[src/rtl/pipe_hazard_pkg.sv]
// Shared types and constants for the pipeline hazard/forwarding controller.
package pipe_hazard_pkg;

  // Widest register address an entry can hold; narrower addresses are zero-extended.
  localparam int MAX_REG_AW = 8;

  // Forward select value meaning "take the operand from the register file".
  localparam int FWD_REGFILE = 0;

  // Scoreboard stage indices after ID.
  localparam int IDX_EX  = 0;
  localparam int IDX_MEM = 1;
  localparam int IDX_WB  = 2;

  typedef logic [MAX_REG_AW-1:0] reg_addr_t;

  typedef struct packed {
    logic      valid;
    reg_addr_t rd;
    logic      reg_write;
    logic      mem_read;
  } sb_entry_t;

  localparam sb_entry_t SB_INVALID = '0;

  // True when an in-flight entry produces the register a used source reads; r0 never matches.
  function automatic logic src_matches(input sb_entry_t e, input reg_addr_t src, input logic used);
    return used && e.valid && e.reg_write && (e.rd == src) && (src != '0);
  endfunction

endpackage

[src/rtl/pipe_hazard_unit_scoreboard.sv]
// Shift array of in-flight destination registers, one entry per stage after ID.
module hazard_scoreboard
  import pipe_hazard_pkg::*;
#(
  parameter int DEPTH = 3
)(
  input  logic                  clk,
  input  logic                  reset,
  input  logic                  shift,
  input  logic                  freeze,
  input  logic [DEPTH-2:0]      clear_lo_mask,
  input  sb_entry_t             in_entry,
  output sb_entry_t [DEPTH-1:0] entries
);

  sb_entry_t [DEPTH-1:0] sb_q;

  // Advance entries one stage; a set mask bit squashes the entry leaving that index.
  always_ff @(posedge clk) begin
    if (reset) begin
      sb_q <= '0;
    end else if (shift && !freeze) begin
      sb_q[0] <= in_entry;
      for (int i = 1; i < DEPTH; i++) begin
        if (clear_lo_mask[i-1]) begin
          sb_q[i] <= SB_INVALID;
        end else begin
          sb_q[i] <= sb_q[i-1];
        end
      end
    end
  end

  assign entries = sb_q;

endmodule

[src/rtl/pipe_hazard_unit.sv]
// Hazard and forwarding controller for the 5-stage pipeline.
module pipe_hazard_unit
  import pipe_hazard_pkg::*;
#(
  parameter int REG_AW     = 5,
  parameter int NUM_SRC    = 2,
  parameter int DEPTH      = 3,
  parameter int LOAD_READY = IDX_WB,
  parameter int BR_STAGE   = IDX_MEM,
  parameter int FWD_W      = $clog2(DEPTH)
)(
  input  logic                      clk,
  input  logic                      reset,
  input  logic                      hold,
  input  logic                      id_valid,
  input  logic [NUM_SRC*REG_AW-1:0] id_src,
  input  logic [NUM_SRC-1:0]        id_src_used,
  input  logic [REG_AW-1:0]         id_rd,
  input  logic                      id_reg_write,
  input  logic                      id_mem_read,
  input  logic                      br_taken,
  output logic                      stall_pc,
  output logic                      stall_ifid,
  output logic                      bubble_idex,
  output logic [BR_STAGE+1:0]       flush,
  output logic [NUM_SRC*FWD_W-1:0]  fwd_sel
);

  sb_entry_t [DEPTH-1:0]           entries;
  sb_entry_t                       in_entry;
  logic [DEPTH-2:0]                clear_lo_mask;
  logic [NUM_SRC-1:0][REG_AW-1:0]  ex_src;
  logic [NUM_SRC-1:0]              ex_used;
  logic                            load_use;
  logic                            flush_now;
  logic                            bubble_now;
  logic [NUM_SRC*FWD_W-1:0]        fwd_raw;

  // A taken branch only counts when the pipeline is moving; it beats any load-use stall.
  assign flush_now  = !hold && br_taken;
  assign bubble_now = !hold && !flush_now && load_use;

  // Load-use: an ID source needs a load whose data will not be forwardable next cycle.
  always_comb begin
    load_use = 1'b0;
    for (int k = 0; k < NUM_SRC; k++) begin
      for (int i = IDX_EX; i < DEPTH; i++) begin
        if (i < LOAD_READY - 1 && entries[i].mem_read &&
            src_matches(entries[i], reg_addr_t'(id_src[k*REG_AW +: REG_AW]), id_src_used[k])) begin
          load_use = 1'b1;
        end
      end
    end
  end

  // Per EX source, pick the youngest producer from MEM onward, skipping loads not yet ready.
  always_comb begin
    fwd_raw = {NUM_SRC{FWD_W'(FWD_REGFILE)}};
    for (int k = 0; k < NUM_SRC; k++) begin
      for (int i = DEPTH - 1; i >= IDX_MEM; i--) begin
        if (!(entries[i].mem_read && i < LOAD_READY) &&
            src_matches(entries[i], reg_addr_t'(ex_src[k]), ex_used[k])) begin
          fwd_raw[k*FWD_W +: FWD_W] = FWD_W'(i);
        end
      end
    end
  end

  // Entry entering EX: squashed on bubble, flush, or an empty ID slot.
  always_comb begin
    in_entry = SB_INVALID;
    if (id_valid && !bubble_now && !flush_now) begin
      in_entry.valid     = 1'b1;
      in_entry.rd        = reg_addr_t'(id_rd);
      in_entry.reg_write = id_reg_write;
      in_entry.mem_read  = id_mem_read;
    end
  end

  // On a flush, everything younger than the branch stage is squashed as it shifts.
  always_comb begin
    clear_lo_mask = '0;
    for (int i = 0; i < DEPTH - 1; i++) begin
      clear_lo_mask[i] = flush_now && (i < BR_STAGE);
    end
  end

  hazard_scoreboard #(
    .DEPTH(DEPTH)
  ) u_scoreboard (
    .clk          (clk),
    .reset        (reset),
    .shift        (1'b1),
    .freeze       (hold),
    .clear_lo_mask(clear_lo_mask),
    .in_entry     (in_entry),
    .entries      (entries)
  );

  // EX-source latch follows the instruction entering EX; bubble or flush leaves it reading nothing.
  always_ff @(posedge clk) begin
    if (reset) begin
      ex_src  <= '0;
      ex_used <= '0;
    end else if (!hold) begin
      if (bubble_now || flush_now) begin
        ex_used <= '0;
      end else begin
        ex_src  <= id_src;
        ex_used <= id_src_used;
      end
    end
  end

  // Output arbitration: hold freezes the front end, and reset silences every control.
  always_comb begin
    stall_pc    = 1'b0;
    stall_ifid  = 1'b0;
    bubble_idex = 1'b0;
    flush       = '0;
    fwd_sel     = '0;
    if (!reset) begin
      stall_pc    = hold || bubble_now;
      stall_ifid  = hold || bubble_now;
      bubble_idex = bubble_now;
      flush       = {(BR_STAGE+2){flush_now}};
      fwd_sel     = fwd_raw;
    end
  end

endmodule

[config.mk]
export PLATFORM = sky130hd
export DESIGN_NAME = pipe_hazard_unit
export DESIGN_NICKNAME = d
export VERILOG_FILES = /design/src/rtl/pipe_hazard_pkg.sv /design/src/rtl/pipe_hazard_unit_scoreboard.sv /design/src/rtl/pipe_hazard_unit.sv
export SDC_FILE = /design/constraint.sdc
export NUM_CORES = 1
export LEC_CHECK = 0
export CORE_AREA = 2 2 58 82
export DETAILED_ROUTE_END_ITERATION = 16
export DIE_AREA = 0 0 60 84
export DONT_BUFFER_PORTS = 1
export HOLD_SLACK_MARGIN = 0.15
export PLACE_DENSITY = 0.73
export SYNTH_ARGS = -nofsm -noshare
export SYNTH_HDL_FRONTEND = slang
export SYNTH_HIERARCHICAL = 1
export SYNTH_SLANG_ARGS = --single-unit
[constraint.sdc]
create_clock -name clk -period 1.55 [get_ports clk]
set_input_delay 0.2325 -clock clk [delete_from_list [all_inputs] [get_ports clk]]
set_output_delay 0.2325 -clock clk [all_outputs]
set_load 0.1 [all_outputs]
==> impl_results.md <==
- Number of port buffers: 0
- Antenna violations before repair: 0
- Minimum period implied by the final worst setup slack: 2223 ps
- Starting DRC count in detailed routing: 105
- DPL Wire Length: 3.980 mm
- Clk_skew: 6.092 ps
- Die Outline Area: 0.005040 sq mm
- Synthesized area per cell: 8.250 sq um
- Status: finished, violations left
- H-tree Lvls: 2
- Worst slew slack as a fraction of its limit: 14.46%
- Critical path required time: 1320 ps
- Layout area overhead: 39.60%
- Final nets: 362
- Areal power density over the cells: 763.6 mW/mm^2
- Number of buffers inserted during clock tree synthesis: 5
- Critical path data arrival time: 1990 ps
- Num rows: 29
- Clk slew on worst S/H paths: 80 ps
- Sink Count: 44
- Leakage power of the design: 1.249 nW
- Biggest fanout along the worst timing path: 3
- Net switching fraction of the power: 25.69%
- Register-to-Register Path Depth: 10
- Synth warn: 6
- Cell count of the worst hold path: 3
- Flop pwr share: 47.7%
- Relative contribution of the clock network to total power: 37.2%
- Largest buffer count on any clock path: 2
- Total power: 2.489 mW
- Launch point of the worst hold path: id_reg_write
- Maximum number of pins on one net before global-route repair: 33
- FF-to-FF End: ex_used[1]$_SDFFE_PP0N_
- NetSw: 0.6393 mW
- Post-placement worst setup slack: -576.2 ps
- Final TNS setup: -14610 ps
- Placer Congestion: 0.9174
- Core outline area: 0.004390 sq mm
- Boundary Pins: 34
- IR drop worst, VDD: 0.7342 mV
- GRT Overall Usage: 26.72%
- Comb pwr share: 15.1%
- Max-capacitance violation count: 0
- Timing-limited maximum frequency: 449.8 MHz
- Number of endpoints failing setup at the final stage: 27
- Total length of routed wires: 6.645 mm
- Average detailed-routed wire length per instance: 16.57 um
- Post-layout utilization of the core: 74.24%
- Worst hold margin: 210.7 ps
- Violations in the final reports: negative setup slack
- Final cell count without fillers: 401
- Starting density of the core: 53.18%
- Clock tree from TritonCTS: done
- Reg-to-reg critical path startpoint: u_scoreboard/entries[8]$_SDFFE_PP0P_
- Transition time at the pin with the least slew margin: 1283 ps
- Cell chosen for the clock root: sky130_fd_sc_hd__clkbuf_8
- Ratio of cells with drive above 1 in the final layout: 27.73%
- Tcrit/Tclk final: 143.4%
- Die X-Extent: 60 um
- Final Slew Violations: 0
- Number of remaining DRC errors: 0
- Number of filler cells placed in the layout: 297
- Path category of the worst min-delay check: in -> reg
- Overflow left after global routing: 0
- Number of diodes: 0
- Worst Hold Endpoint: u_scoreboard/entries[1]$_SDFFE_PP0P_
- Nature of the critical path startpoint: flop
- Internal power: 1.850 mW
- Final hold vios: 0
- Final antenna-violating net count: 0
- Mapped cell area: 0.002335 sq mm
- Placed instance count: 375
- Length of the first detailed-routing pass in iterations: 4
- Global-route wire length before repair: 10.14 mm
- Post-detailed-route via-to-cell ratio: 5.479
- Number of global-route vias before repair: 2185
- RSZ-0062 raised after global routing: yes
- Worst setup path class: reg -> out
- Post-synthesis cell count: 283
- Least setup slack across all paths after layout: -673.3 ps
- Vias after detailed routing: 2197
- Worst skew pair latency: 300 ps
- Post-route cell area: 0.003259 sq mm
- Crit path capture type: primary output
- R2R Setup Slk: -620 ps
- Vertical die dimension: 84 um
- Placement-stage cell area: 0.002850 sq mm
==> how the worst max path moves through the flow <==
stage | from | to | cells past startpoint
2_1_floorplan | u_scoreboard/entries[18]$_SDFFE_PP0P_ | fwd_sel[0] | 4
3_3_place_gp | id_src[6] | ex_used[0]$_SDFFE_PP0N_ | 5
3_5_place_dp | id_src[6] | ex_src[5]$_SDFFE_PP0P_ | 5
4_1_cts | u_scoreboard/entries[8]$_SDFFE_PP0P_ | stall_pc | 7
5_1_grt | u_scoreboard/entries[8]$_SDFFE_PP0P_ | stall_pc | 7
6_report | u_scoreboard/entries[8]$_SDFFE_PP0P_ | stall_pc | 7
==> cells in the final DEF, fill, tap and decap left out, drive strengths merged, types with 6 or more instances in the layout <==
cell type	n
dlygate4sd3	12
nand2	65
nor2	6
nor4	7
nand3b	21
buf	51
and2	7
clkbuf	6
mux2i	10
xnor2	14
xor2	14
nor3	6
a21oi	34
dfxtp	44
conb	6
==> power by group through the flow <==
stage / clock network (mW) / registers, mW / logic, mW
floorplan: 0 / 1.21 / 0.253
global placement: 0 / 1.21 / 0.293
detailed placement: 0 / 1.21 / 0.299
CTS: 0.940 / 1.19 / 0.351
global route: 0.995 / 1.19 / 0.399
finish: 0.925 / 1.19 / 0.375
==> per-layer routing <==
layer / vias up / part of all wire, % / GRT usage, %
met3: 29 / 5.9 / 5.271
met1: 1016 / 35 / 29.86
met5: - / 0 / 0
met4: 0 / 4.8 / 14.95
met2: 87 / 54 / 45.16
li1: 1065 / - / -
==> final cells by class <==
cell class,count,area (sq um),area share [%]
multi-input combinational,218,1525,46.79
timing repair buffer,64,631.9,19.39
clock buffer,6,82.58,2.534
sequential,44,884.6,27.14
clock inverter,2,38.79,1.190
inverter,5,18.77,0.5758
tap,62,77.57,2.380
==> state kept, by name, indices dropped and copies added (netlist names) <==
signal	flops
ex_used	2
u_scoreboard/entries	32
ex_src	10
==> worst max-delay path, stage by stage (launching register included) <==
cell,delay [ps]
sky130_fd_sc_hd__dfxtp_2,340
sky130_fd_sc_hd__nor4b_4,280
sky130_fd_sc_hd__nand4_1,160
sky130_fd_sc_hd__buf_4,180
sky130_fd_sc_hd__nand4b_1,160
sky130_fd_sc_hd__nor2b_4,170
sky130_fd_sc_hd__a21oi_4,200
sky130_fd_sc_hd__buf_12,200
==> repair_timing <==
action / CTS / global route
cloned: 0 / 0
resized for setup: 12 / 13
endpoints found under the hold margin: 44 / 0
pin swaps: 2 / 12
hold buffers: 13 / 0
setup endpoints to repair: 27 / 46
buffers inserted: 2 / 5
No activity file was read; power rests on OpenSTA's default activity.
